[config.mk]
export PLATFORM = sky130hd
export DESIGN_NAME = pwm_capture
export DESIGN_NICKNAME = d
export VERILOG_FILES = /design/src/rtl/pwm_pkg.sv /design/src/rtl/pwm_capture_sync_edge_det.sv /design/src/rtl/pwm_capture.sv
export SDC_FILE = /design/constraint.sdc
export NUM_CORES = 1
export LEC_CHECK = 0
export CORE_AREA = 2 2 80 112
export DETAILED_ROUTE_END_ITERATION = 10
export DIE_AREA = 0 0 82 114
export PLACE_DENSITY = 0.74
export REMOVE_ABC_BUFFERS = 1
export SYNTH_ARGS = -nofsm -noshare
export SYNTH_HDL_FRONTEND = slang
export SYNTH_SLANG_ARGS = --single-unit
[constraint.sdc]
create_clock -name CLK100MHZ -period 2.2 [get_ports CLK100MHZ]
set_input_delay 0.22 -clock CLK100MHZ [delete_from_list [all_inputs] [get_ports CLK100MHZ]]
set_output_delay 0.22 -clock CLK100MHZ [all_outputs]
set_load 0.05 [all_outputs]
[src/rtl/pwm_pkg.sv]
// Shared types and constants for the PWM capture block.
package pwm_pkg;

  typedef enum logic [1:0] {
    CAP_IDLE = 2'd0,
    CAP_HIGH = 2'd1,
    CAP_LOW  = 2'd2
  } cap_state_t;

  localparam int   PWM_CNT_W   = 16;
  localparam logic PWM_DIR_FWD = 1'b1;

endpackage

[src/rtl/pwm_capture_sync_edge_det.sv]
// Multi-flop synchronizer with registered rise/fall pulses on the synchronized level.
// Edges are only reported once the chain holds real input samples and the level
// has been seen low, so a line that is already high when reset releases does not
// look like a fresh rising edge.
module sync_edge_det #(
  parameter int STAGES = 2
) (
  input  logic clk_i,
  input  logic rst_i,
  input  logic d_i,
  output logic level_o,
  output logic rise_o,
  output logic fall_o
);

  logic [STAGES-1:0] sync_q;
  logic [STAGES:0]   fill_q;
  logic              prev_q;
  logic              armed_q;
  logic              rise_q;
  logic              fall_q;

  // Synchronizer chain, edge-detect register and registered edge pulses.
  always_ff @(posedge clk_i or posedge rst_i) begin
    if (rst_i) begin
      sync_q  <= '0;
      fill_q  <= '0;
      prev_q  <= 1'b0;
      armed_q <= 1'b0;
      rise_q  <= 1'b0;
      fall_q  <= 1'b0;
    end else begin
      sync_q <= {sync_q[STAGES-2:0], d_i};
      fill_q <= {fill_q[STAGES-1:0], 1'b1};
      prev_q <= sync_q[STAGES-1];
      if (fill_q[STAGES] && !sync_q[STAGES-1]) begin
        armed_q <= 1'b1;
      end
      rise_q <= armed_q &  sync_q[STAGES-1] & ~prev_q;
      fall_q <= armed_q & ~sync_q[STAGES-1] &  prev_q;
    end
  end

  assign level_o = prev_q;
  assign rise_o  = rise_q;
  assign fall_o  = fall_q;

endmodule

[src/rtl/pwm_capture.sv]
// Measures high time and rise-to-rise period of an asynchronous PWM line,
// with direction sampled at each measurement and a no-edge timeout.
//
// state    | meaning
// CAP_IDLE | waiting for the first rise of a new measurement
// CAP_HIGH | pulse high, counting towards the falling edge
// CAP_LOW  | pulse low, counting towards the next rise (publishes)
module pwm_capture
  import pwm_pkg::*;
#(
  parameter int CNT_W       = PWM_CNT_W,
  parameter int SYNC_STAGES = 2
) (
  input  logic             CLK100MHZ,
  input  logic             rst,
  input  logic             en,
  input  logic             spd_in,
  input  logic             dir_in,
  output logic [CNT_W-1:0] high_ticks,
  output logic [CNT_W-1:0] period_ticks,
  output logic             dir_out,
  output logic             valid,
  output logic             timeout
);

  localparam logic [CNT_W-1:0] CNT_MAX = '1;
  localparam logic [CNT_W-1:0] CNT_ONE = CNT_W'(1);

  logic spd_level, spd_rise, spd_fall;
  logic dir_level, dir_rise_nc, dir_fall_nc;

  cap_state_t       state_q, state_d;
  logic [CNT_W-1:0] pcnt_q, pcnt_d, pcnt_inc;
  logic [CNT_W-1:0] hcnt_q, hcnt_d;
  logic [CNT_W-1:0] high_q, high_d;
  logic [CNT_W-1:0] period_q, period_d;
  logic             dir_q, dir_d;
  logic             valid_q, valid_d;
  logic             timeout_q, timeout_d;
  logic             at_max;

  sync_edge_det #(.STAGES(SYNC_STAGES)) u_spd_sync (
    .clk_i  (CLK100MHZ),
    .rst_i  (rst),
    .d_i    (spd_in),
    .level_o(spd_level),
    .rise_o (spd_rise),
    .fall_o (spd_fall)
  );

  sync_edge_det #(.STAGES(SYNC_STAGES)) u_dir_sync (
    .clk_i  (CLK100MHZ),
    .rst_i  (rst),
    .d_i    (dir_in),
    .level_o(dir_level),
    .rise_o (dir_rise_nc),
    .fall_o (dir_fall_nc)
  );

  assign pcnt_inc = (pcnt_q == CNT_MAX) ? pcnt_q : pcnt_q + CNT_ONE;
  assign at_max   = (pcnt_q == CNT_MAX);

  // State register.
  always_ff @(posedge CLK100MHZ or posedge rst) begin
    if (rst) state_q <= CAP_IDLE;
    else     state_q <= state_d;
  end

  // Next-state logic; a qualifying edge always takes priority over the timeout.
  always_comb begin
    state_d = state_q;
    if (!en) begin
      state_d = CAP_IDLE;
    end else begin
      case (state_q)
        CAP_IDLE: if (spd_rise) state_d = CAP_HIGH;
        CAP_HIGH: begin
          if (spd_fall)    state_d = CAP_LOW;
          else if (at_max) state_d = CAP_IDLE;
        end
        CAP_LOW: begin
          if (spd_rise)    state_d = CAP_HIGH;
          else if (at_max) state_d = CAP_IDLE;
        end
        default: state_d = CAP_IDLE;
      endcase
    end
  end

  // Counter updates and publication of measurements / timeout reports.
  always_comb begin
    pcnt_d    = pcnt_q;
    hcnt_d    = hcnt_q;
    high_d    = high_q;
    period_d  = period_q;
    dir_d     = dir_q;
    valid_d   = 1'b0;
    timeout_d = timeout_q;
    if (!en) begin
      pcnt_d = '0;
      hcnt_d = '0;
    end else begin
      case (state_q)
        CAP_IDLE: begin
          if (spd_rise) begin
            pcnt_d = CNT_ONE;
          end else begin
            pcnt_d = pcnt_inc;
            // Report a dead line once; stay quiet until a full period completes.
            if (at_max && !timeout_q) begin
              high_d    = spd_level ? CNT_MAX : '0;
              period_d  = CNT_MAX;
              dir_d     = dir_level;
              valid_d   = 1'b1;
              timeout_d = 1'b1;
            end
          end
        end
        CAP_HIGH: begin
          if (spd_fall) begin
            hcnt_d = pcnt_q;
            pcnt_d = pcnt_inc;
          end else if (at_max) begin
            high_d    = spd_level ? CNT_MAX : '0;
            period_d  = CNT_MAX;
            dir_d     = dir_level;
            valid_d   = 1'b1;
            timeout_d = 1'b1;
            pcnt_d    = '0;
          end else begin
            pcnt_d = pcnt_inc;
          end
        end
        CAP_LOW: begin
          if (spd_rise) begin
            high_d    = hcnt_q;
            period_d  = pcnt_q;
            dir_d     = dir_level;
            valid_d   = 1'b1;
            timeout_d = 1'b0;
            pcnt_d    = CNT_ONE;
          end else if (at_max) begin
            high_d    = spd_level ? CNT_MAX : '0;
            period_d  = CNT_MAX;
            dir_d     = dir_level;
            valid_d   = 1'b1;
            timeout_d = 1'b1;
            pcnt_d    = '0;
          end else begin
            pcnt_d = pcnt_inc;
          end
        end
        default: pcnt_d = '0;
      endcase
    end
  end

  // Datapath and output registers.
  always_ff @(posedge CLK100MHZ or posedge rst) begin
    if (rst) begin
      pcnt_q    <= '0;
      hcnt_q    <= '0;
      high_q    <= '0;
      period_q  <= '0;
      dir_q     <= 1'b0;
      valid_q   <= 1'b0;
      timeout_q <= 1'b0;
    end else begin
      pcnt_q    <= pcnt_d;
      hcnt_q    <= hcnt_d;
      high_q    <= high_d;
      period_q  <= period_d;
      dir_q     <= dir_d;
      valid_q   <= valid_d;
      timeout_q <= timeout_d;
    end
  end

  assign high_ticks   = high_q;
  assign period_ticks = period_q;
  assign dir_out      = dir_q;
  assign valid        = valid_q;
  assign timeout      = timeout_q;

endmodule

==> out/qor.json, run 1 <==
{
  "drtPass1Iterations": 5,
  "cts.reportedPaths.clkPinSlew_ns": 0.06,
  "cts_root_buffer": "sky130_fd_sc_hd__clkbuf_16",
  "slew_headroom": 0.631,
  "yosys.cell_count.top_type": "sky130_fd_sc_hd__dfrtp_1",
  "setup_viol": 0,
  "critical_path_peak_fanout": 17,
  "detail_route.wl_per_cell_um": 17.5,
  "cts_max_path_buffers": 2,
  "gp_weighted_congestion": 0.881,
  "register_area_sq_mm": 0.00203,
  "net-switching-power_mw": 1.75,
  "synth_cells": 454,
  "power_density_mw_per_mm2": 945,
  "timing_worst_setup_path_type": "reg -> reg",
  "combPwrFrac": 0.318,
  "synth.lib_cells_used.distinct": 49,
  "hold_violations": 0,
  "clock_latency_ns": 0.34,
  "synth_top_area_share": 0.477,
  "cell_family_with_most_cp_delay": "simple AND/OR/NAND/NOR gates",
  "crit_chain": "inv_1 > ha_1 > nand2b_1 > or4b_2 > o31a_4 > a2bb2oi_1",
  "synth_area_leader_cell": "sky130_fd_sc_hd__dfrtp_1",
  "viasPerCell": 6.24,
  "antenna_found_initial": 0,
  "grt_remaining_overflow": 0,
  "grt_start_max_net_pins": 54,
  "dr.first_iter.drc_count": 261,
  "flip_flop_cell_with_the_highest_count_after_synthesis": "sky130_fd_sc_hd__dfrtp_1",
  "timing.max_cap.violations": 0,
  "power.sequential.fraction": 0.364,
  "grt_setup_unrepaired": "true",
  "initial_cell_density_of_the_core": 0.505,
  "globalRouteTotalUtil": 0.249,
  "hold_class": "in -> async",
  "crit_buf_inv": 1,
  "cts_tree": "yes",
  "cts-hold-fix-buffers": 0,
  "maxSlewViolCount": 0,
  "yosysWarnings": 0,
  "top_level_ports": 40,
  "required_time_of_the_critical_path_ns": 2.41,
  "post_synth_instance_area_sq_mm": 0.00425,
  "period_minus_slack_ns": 2.10,
  "tns_ns": 0,
  "core_footprint_sq_mm": 0.00841,
  "antenna_cells": 0,
  "power.internal_mw": 3.26,
  "row_count": 40,
  "route.final.wire_length_um": 10800,
  "detail_route.drc_violations": 0,
  "htree_levels": 3,
  "cts_made_buffers": 9,
  "synth.ff_latch_count": 81,
  "yosys-top-cells-count": "sky130_fd_sc_hd__dfrtp_1 (81), sky130_fd_sc_hd__nand2_1 (46), sky130_fd_sc_hd__a21oi_1 (42), sky130_fd_sc_hd__nand4_1 (38), sky130_fd_sc_hd__clkbuf_1 (27)",
  "worst_path_largest_cell_delay_ns": 0.66,
  "slew_of_the_pin_with_the_lowest_slew_margin_ns": 0.554,
  "clock-sinks": 81,
  "dpl.hpwl_um": 7610,
  "remaining_antenna_violation_count_after_routing": 0,
  "layout.core_utilization": 0.631,
  "worstPathArrival_ns": 2.31,
  "synth_async_sr_flop_share": 1.00,
  "timing.critical_path.slowest_stage_cell": "sky130_fd_sc_hd__or4b_2",
  "multi_input_area_sq_mm": 0.00201,
  "post_route_cells_drive_above_1_share": 0.141,
  "routed-via-count": 3850,
  "worstSetupEndpointType": "flop",
  "seq_area_frac_synth": 0.477,
  "grt_pass1_vias": 3790,
  "finalClockSkew_ns": 0.00780,
  "worstSetupStartpointType": "flop",
  "fillerInstances": 741,
  "peakVddDrop_mv": 0.836,
  "area.growth.synth_to_final_pct": 24.9,
  "clock.fmax_mhz": 477,
  "first_pass_grt_wire_length_um": 18100,
  "design.final.nets": 519,
  "die-area_sq_mm": 0.00935,
  "pwr-share-clk": 0.318,
  "power.share.switching": 0.350,
  "synth.top_cells.by_area": "sky130_fd_sc_hd__dfrtp_1 (48%), sky130_fd_sc_hd__nand4_1 (5.6%), sky130_fd_sc_hd__a21oi_1 (5.0%)",
  "run_status": "complete, no violations",
  "timing.final.crit_share": 0.954,
  "synth_edf_count": 0,
  "placement.io_buffers": 39,
  "die_w_um": 82,
  "leakagePower_nw": 2.14,
  "die_height_um": 114,
  "avgSynthCellArea_sq_um": 9.35
}
logic make-up (layout without fill, tap and decap cells):
group / Yosys count / count (layout) / synth area share
simple gates: 169 / 169 / 0.215
other cells: 1 / 1 / 0.000883
compound gates: 139 / 139 / 0.228
buf+inv: 56 / 114 / 0.0566
flops: 81 / 81 / 0.477
mux: 1 / 1 / 0.00236
fa+ha+maj: 6 / 6 / 0.0177
xor+xnor: 1 / 1 / 0.00206
flip-flops by register name, summed over array words and instances (netlist names):
signal              count
u_spd_sync.level_o      1
dir_out                 1
period_ticks           16
state_q                 2
valid                   1
hcnt_q                 16
u_dir_sync.sync_q       2
u_spd_sync.fall_o       1
u_dir_sync.level_o      1
u_spd_sync.rise_o       1
u_spd_sync.sync_q       2
timeout                 1
pcnt_q                 16
high_ticks             16
u_spd_sync.armed_q      1
u_spd_sync.fill_q       3
cell usage in the layout (no fill, tap or decap), drive strengths merged, types with 7 or more instances in the layout:
master and instances:
a21boi 17, a21o 10, a21oi 42, a221oi 21
a2bb2oi 12, buf 47, clkbuf 12, clkdlybuf4s50 39
dfrtp 81, inv 11, nand2 46, nand3 7
nand4 39, nor2 22, nor4 20, o21ai 9
stage by stage:
step	setup WS, ns	instance area [sq um]	power, mW	cells	hold WS, ns
2_1_floorplan	-2.52	4050	2.87	411	0.251
3_3_place_gp	0.103	4940	3.39	600	0.333
3_5_place_dp	0.0224	4940	3.43	600	0.339
4_1_cts	0.0468	5250	5.02	615	0.222
5_1_grt	-0.0112	5300	5.23	617	0.253
6_report	0.102	5300	5.01	617	0.203
final cells by class:
type                       instances  share of cell area
clock buffer                      12              0.0465
clock inverter                     3              0.0123
inverter                          13              0.0101
multi-input combinational        317               0.379
sequential                        81               0.382
tap                              105              0.0248
timing repair buffer              86               0.145
power by group through the flow:
stage / combinational [mW] / sequential (mW) / clock [mW]
final: 1.59 / 1.83 / 1.60
after global routing: 1.69 / 1.85 / 1.69
after CTS: 1.59 / 1.83 / 1.61
after detailed placement: 1.58 / 1.85 / 0
after global placement: 1.55 / 1.84 / 0
after floorplan: 0.408 / 2.46 / 0
per-layer routing:
metal / track usage / vias up / part of all wire
li1: - / 1819 / -
met1: 0.306 / 1891 / 0.41
met2: 0.427 / 124 / 0.53
met3: 0.0388 / 16 / 0.040
met4: 0.106 / 0 / 0.023
met5: 0 / - / 0
worst paths after layout:
kind	from	end	slack (ns)	cells past startpoint
worst max-delay path	state_q[0]$_DFFE_PP0P_	period_ticks[10]$_DFFE_PP0P_	0.10	6
worst min-delay path	rst	u_spd_sync.sync_q[0]$_DFF_PP0_	0.20	2
worst max register to register	state_q[0]$_DFFE_PP0P_	period_ticks[10]$_DFFE_PP0P_	0.10	6
worst min register to register	u_dir_sync.sync_q[1]$_DFF_PP0_	u_dir_sync.level_o$_DFF_PP0_	0.35	0
max in group asynchronous	rst	pcnt_q[4]$_DFF_PP0_	1.37	3
min in group CLK100MHZ	spd_in	u_spd_sync.sync_q[0]$_DFF_PP0_	0.32	1
what timing repair did:
item / 4_1_cts / 5_1_grt
resized for setup: 1 / 9
setup endpoints to repair: 1 / 30
endpoints found under the hold margin: 0 / 0
pin swaps: 0 / 2
cloned: 0 / 1
buffers inserted: 0 / 1
(Power assumes the default switching activity.)
==> inputs of run 2 (changes only) <==
--- a/config.mk
+++ b/config.mk
@@ -9,6 +9,7 @@
 export DETAILED_ROUTE_END_ITERATION = 10
 export DIE_AREA = 0 0 82 114
 export PLACE_DENSITY = 0.74
+export RECOVER_POWER = 25
 export REMOVE_ABC_BUFFERS = 1
 export SYNTH_ARGS = -nofsm -noshare
 export SYNTH_HDL_FRONTEND = slang
==> run 2 against run 1 <==
Clock skew about the same. Worst setup slack gained 0.0018 ns. Flip-flop and latch count is the same. Non-clock buffer count unchanged. Critical path depth stayed put. Final area shrank 0.31%.
==> out/qor.json, run 2 (synthesized netlist as in run 1, its figures left out) <==
{
  "run_status": "complete, no violations",
  "timing.max_cap.violations": 0,
  "multi_input_area_sq_mm": 0.00201,
  "power.internal_mw": 3.25,
  "slew_headroom": 0.266,
  "timing.critical_path.slowest_stage_cell": "sky130_fd_sc_hd__or4b_2",
  "placement.io_buffers": 39,
  "required_time_of_the_critical_path_ns": 2.41,
  "viasPerCell": 6.26,
  "first_pass_grt_wire_length_um": 18100,
  "finalClockSkew_ns": 0.00732,
  "row_count": 40,
  "grt_remaining_overflow": 0,
  "power_density_mw_per_mm2": 947,
  "mostFrequentLayoutCells": "sky130_fd_sc_hd__dfrtp_1 (81), sky130_fd_sc_hd__nand2_1 (46), sky130_fd_sc_hd__a21oi_1 (42), sky130_fd_sc_hd__buf_4 (42), sky130_fd_sc_hd__nand4_1 (38)",
  "die_w_um": 82,
  "layout_commonest_cell": "sky130_fd_sc_hd__dfrtp_1",
  "worst_path_largest_cell_delay_ns": 0.66,
  "timing_worst_setup_path_type": "reg -> reg",
  "cts_tree": "yes",
  "remaining_antenna_violation_count_after_routing": 0,
  "cts_max_path_buffers": 2,
  "area.growth.synth_to_final_pct": 24.6,
  "post_route_cells_drive_above_1_share": 0.139,
  "net-switching-power_mw": 1.75,
  "fillerInstances": 741,
  "detail_route.drc_violations": 0,
  "initial_cell_density_of_the_core": 0.505,
  "period_minus_slack_ns": 2.10,
  "holdCritStartpoint": "u_dir_sync.sync_q[1]$_DFF_PP0_",
  "leakagePower_nw": 2.12,
  "rr_endpoint": "period_ticks[10]$_DFFE_PP0P_",
  "setup_slack_on_the_worst_flop_to_flop_path_ns": 0.10,
  "holdPathStages": 0,
  "dpl.hpwl_um": 7610,
  "clock.fmax_mhz": 477,
  "route.final.wire_length_um": 10800,
  "layout.core_utilization": 0.629,
  "core_footprint_sq_mm": 0.00841,
  "timing.hold.worst_endpoint": "u_dir_sync.level_o$_DFF_PP0_",
  "grt_start_max_net_pins": 54,
  "grt_pass1_vias": 3790,
  "finalPower_mw": 5.01,
  "die_height_um": 114,
  "hold_violations": 0,
  "antenna_found_initial": 0,
  "cell_family_with_most_cp_delay": "simple AND/OR/NAND/NOR gates",
  "maxSlewViolCount": 0,
  "drtPass1Iterations": 5,
  "crit_chain": "inv_1 > ha_1 > nand2b_1 > or4b_2 > o31a_4 > a2bb2oi_1",
  "worstPathArrival_ns": 2.31,
  "worstSetupStartpointType": "flop",
  "clock-sinks": 81,
  "cp.depth": 6,
  "register_area_sq_mm": 0.00203,
  "dr.first_iter.drc_count": 255,
  "worstSetupEndpointType": "flop",
  "htree_levels": 3,
  "peakVddDrop_mv": 0.839,
  "grt_setup_unrepaired": "true",
  "power.share.switching": 0.350,
  "critical_path_peak_fanout": 17,
  "cts_made_buffers": 9,
  "detail_route.wl_per_cell_um": 17.4,
  "antenna_cells": 0,
  "top_level_ports": 40,
  "rr_worst_depth": 6,
  "globalRouteTotalUtil": 0.249,
  "gp_weighted_congestion": 0.881,
  "slew_of_the_pin_with_the_lowest_slew_margin_ns": 1.09,
  "timing.rr.start": "state_q[0]$_DFFE_PP0P_",
  "power.sequential.fraction": 0.365,
  "combPwrFrac": 0.317,
  "cts.reportedPaths.clkPinSlew_ns": 0.06,
  "clock_latency_ns": 0.34,
  "crit_buf_inv": 1,
  "timing.final.crit_share": 0.953,
  "routed-via-count": 3864,
  "die-area_sq_mm": 0.00935,
  "setup_viol": 0,
  "design.final.nets": 519,
  "cts_root_buffer": "sky130_fd_sc_hd__clkbuf_16",
  "hold_class": "reg -> reg",
  "pwr-share-clk": 0.318
}
## run 2: cell count changes in the layout (fill, tap and decap cells not counted), sizes merged
cell	change
clkdlybuf4s50	-3
clkbuf	+2
dlygate4sd3	+3
clkinvlp	+1
clkinv	-1
buf	-2
## run 2: power groups by stage
stage | clock network, mW | registers (mW) | logic [mW]
2_1_floorplan | 0 | 2.46 | 0.408
3_3_place_gp | 0 | 1.84 | 1.55
3_5_place_dp | 0 | 1.85 | 1.58
4_1_cts | 1.61 | 1.83 | 1.59
5_1_grt | 1.69 | 1.85 | 1.68
6_report | 1.59 | 1.83 | 1.59
## run 2: worst max path at each step
stage | end | from | slack, ns
2_1_floorplan | period_ticks[1]$_DFFE_PP0P_ | state_q[1]$_DFFE_PP0P_ | -2.52
3_5_place_dp | period_ticks[11]$_DFFE_PP0P_ | state_q[0]$_DFFE_PP0P_ | 0.02
3_3_place_gp | period_ticks[5]$_DFFE_PP0P_ | state_q[0]$_DFFE_PP0P_ | 0.10
6_report | period_ticks[10]$_DFFE_PP0P_ | state_q[0]$_DFFE_PP0P_ | 0.10
5_1_grt | period_ticks[10]$_DFFE_PP0P_ | state_q[0]$_DFFE_PP0P_ | -0.01
4_1_cts | high_ticks[0]$_DFFE_PP0P_ | state_q[0]$_DFFE_PP0P_ | 0.05
## run 2: per-stage QoR
step | setup TNS, ns | setup WS (ns) | std cells | cell area, sq um | hold WS (ns)
after detailed placement | 0 | 0.0224 | 600 | 4940 | 0.339
after global placement | 0 | 0.103 | 600 | 4940 | 0.333
after floorplan | -96.56 | -2.52 | 411 | 4050 | 0.251
final | 0 | 0.103 | 617 | 5290 | 0.349
after CTS | 0 | 0.0468 | 615 | 5250 | 0.222
after global routing | -0.0156 | -0.0112 | 617 | 5290 | 0.355
## run 2: layer usage
layer	routed length [um]	vias to the layer above	GRT usage	part of all wire
met5	0	-	0	0
met4	240	0	0.106	0.022
met3	524	16	0.0388	0.049
met2	5690	146	0.427	0.53
met1	4290	1882	0.306	0.40
li1	-	1820	-	-
## run 2: timing repair
item / in CTS / in global routing
cloned: 0 / 1
setup endpoints to repair: 1 / 30
buffers inserted: 0 / 1
hold buffers: 0 / 0
gates resized for setup: 1 / 9
pin swaps: 0 / 2
## run 2: cell type report
cell class | instances | area share
Sequential cell | 81 | 0.383
Multi-Input combinational cell | 317 | 0.380
Timing Repair Buffer | 86 | 0.142
Clock buffer | 12 | 0.0466
Tap cell | 105 | 0.0248
Clock inverter | 3 | 0.0123
Inverter | 13 | 0.0102
==> inputs of run 3 (changes only) <==
--- a/config.mk
+++ b/config.mk
@@ -5,7 +5,10 @@
 export SDC_FILE = /design/constraint.sdc
 export NUM_CORES = 1
 export LEC_CHECK = 0
+export CAP_MARGIN = 25
 export CORE_AREA = 2 2 80 112
+export CTS_BUF_LIST = sky130_fd_sc_hd__clkbuf_4 sky130_fd_sc_hd__clkbuf_8 sky130_fd_sc_hd__clkbuf_16
+export CTS_CLUSTER_SIZE = 25
 export DETAILED_ROUTE_END_ITERATION = 10
 export DIE_AREA = 0 0 82 114
 export PLACE_DENSITY = 0.74
==> run 3 against run 2 <==
Clock-buffer cell count unchanged. Highest routed layer unchanged. Via count is 0.54% lower. Non-clock buffer count unchanged. Wire length rose by 0.50%. Critical path depth is the same. Sequential power barely moved. Sequential share of layout area fell by 0.054 points. Clock power about the same. Worst hold slack is essentially flat. Flip-flop and latch count unchanged. Fmax rose by 0.14%. Worst setup slack better by 0.0030 ns.
==> out/qor.json, run 3 (synthesized netlist as in run 1, its figures left out) <==
{
  "cts_tree": "yes",
  "power_density_mw_per_mm2": 950,
  "worstSetupEndpointType": "flop",
  "gp_weighted_congestion": 0.881,
  "met1Wirelength_um": 4310,
  "clock_latency_ns": 0.34,
  "antenna_found_initial": 0,
  "finalPower_mw": 5.03,
  "first_pass_grt_wire_length_um": 18100,
  "worst_path_largest_cell_delay_ns": 0.66,
  "setup_viol": 0,
  "route.final.wire_length_um": 10800,
  "grt_setup_unrepaired": "true",
  "grt_start_max_net_pins": 54,
  "timing.critical_path.slowest_stage_cell": "sky130_fd_sc_hd__or4b_2",
  "detail_route.wl_per_cell_um": 17.5,
  "drtPass1Iterations": 5,
  "leakagePower_nw": 2.13,
  "worstSetupStartpointType": "flop",
  "die_w_um": 82,
  "cts_root_buffer": "sky130_fd_sc_hd__clkbuf_16",
  "dr.max_layer_used": "met4",
  "met2RoutedLength_um": 5720,
  "post_route_cells_drive_above_1_share": 0.143,
  "setup_slack_on_the_worst_flop_to_flop_path_ns": 0.11,
  "dpl.hpwl_um": 7610,
  "mostFrequentLayoutCells": "sky130_fd_sc_hd__dfrtp_1 (81), sky130_fd_sc_hd__nand2_1 (46), sky130_fd_sc_hd__a21oi_1 (42), sky130_fd_sc_hd__buf_4 (42), sky130_fd_sc_hd__nand4_1 (38)",
  "final_area_sq_mm": 0.00530,
  "period_minus_slack_ns": 2.09,
  "timing.max_cap.violations": 0,
  "htree_levels": 3,
  "hold_class": "reg -> reg",
  "clock.fmax_mhz": 478,
  "globalRouteTotalUtil": 0.249,
  "routed-wl-met3_um": 539,
  "die-area_sq_mm": 0.00935,
  "die_height_um": 114,
  "required_time_of_the_critical_path_ns": 2.41,
  "dr.first_iter.drc_count": 263,
  "timing_worst_setup_path_type": "reg -> reg",
  "finalClockSkew_ns": 0.00700,
  "timing.final.crit_share": 0.952,
  "placement.io_buffers": 39,
  "hold_violations": 0,
  "slew_headroom": 0.266,
  "antenna_cells": 0,
  "area.growth.synth_to_final_pct": 24.7,
  "core_footprint_sq_mm": 0.00841,
  "row_count": 40,
  "maxSlewViolCount": 0,
  "routed-via-count": 3843,
  "run_status": "complete, no violations",
  "crit_chain": "inv_1 > ha_1 > nand2b_1 > or4b_2 > o31a_4 > a2bb2oi_1",
  "top_level_ports": 40,
  "initial_cell_density_of_the_core": 0.505,
  "design.final.nets": 519,
  "worstPathArrival_ns": 2.31,
  "cts_made_buffers": 9,
  "clock-sinks": 81,
  "remaining_antenna_violation_count_after_routing": 0,
  "cts_max_path_buffers": 2,
  "critical_path_peak_fanout": 17,
  "grt_pass1_vias": 3790,
  "detail_route.drc_violations": 0,
  "placed_cell_area_sq_mm": 0.00494,
  "viasPerCell": 6.23,
  "cts-hold-fix-buffers": 0,
  "cts.reportedPaths.clkPinSlew_ns": 0.06,
  "slew_of_the_pin_with_the_lowest_slew_margin_ns": 1.09,
  "peakVddDrop_mv": 0.838,
  "grt_remaining_overflow": 0,
  "layout_commonest_cell": "sky130_fd_sc_hd__dfrtp_1"
}
[run 3: layout make-up]
cell class | count | area (sq um)
Clock buffer | 12 | 254
Multi-Input combinational cell | 317 | 2010
Tap cell | 105 | 131
Clock inverter | 3 | 65.1
Fill cell | 739 | 3110
Inverter | 13 | 53.8
Sequential cell | 81 | 2030
Timing Repair Buffer | 86 | 753
[run 3: path summary, 6_finish.rpt]
check	cells past startpoint	end	from
max reg2reg	6	period_ticks[10]$_DFFE_PP0P_	state_q[0]$_DFFE_PP0P_
max	6	period_ticks[10]$_DFFE_PP0P_	state_q[0]$_DFFE_PP0P_
min in group asynchronous	2	u_spd_sync.sync_q[0]$_DFF_PP0_	rst
max in group asynchronous	3	hcnt_q[15]$_DFFE_PP0P_	rst
min	0	u_dir_sync.level_o$_DFF_PP0_	u_dir_sync.sync_q[1]$_DFF_PP0_
min reg2reg	0	u_dir_sync.level_o$_DFF_PP0_	u_dir_sync.sync_q[1]$_DFF_PP0_
[run 3: layer usage]
layer / up-vias / track usage
li1: 1818 / -
met4: 0 / 0.106
met3: 16 / 0.0388
met1: 1877 / 0.306
met2: 132 / 0.427
met5: - / 0
[run 3: power by group]
part	total (mW)	switching (mW)	internal, mW
registers	1.83	0.140	1.69
logic	1.59	1.04	0.550
clock network	1.62	0.576	1.04
[run 3: per-stage QoR]
| stage | cells | utilization | worst slack [ns] | hold WS [ns] | setup TNS, ns |
|---|---|---|---|---|---|
| CTS | 615 | 0.626 | 0.0468 | 0.222 | 0 |
| global route | 617 | 0.630 | -0.0112 | 0.355 | -0.0156 |
| floorplan | 411 | - | -2.52 | 0.251 | -96.56 |
| global placement | 600 | 0.588 | 0.103 | 0.333 | 0 |
| detailed placement | 600 | 0.588 | 0.0224 | 0.339 | 0 |
| finish | 617 | 0.630 | 0.106 | 0.349 | 0 |
[run 3: repair_timing]
| action | 4_1_cts | 5_1_grt |
|---|---|---|
| pin swaps | 0 | 2 |
| resized for setup | 1 | 9 |
| buffers inserted | 0 | 1 |
| gates cloned | 0 | 1 |
| endpoints found under the setup margin | 1 | 30 |
[run 3: critical path, delay by kind of cell (launching register included)]
family                   cells  cell delay (ns)
adder cells (fa/ha/maj)      1             0.34
buffers and inverters        1             0.08
AND/OR/NAND/NOR              2             0.76
AO/OA/AOI/OAI                2             0.39
flip-flops                   1             0.40
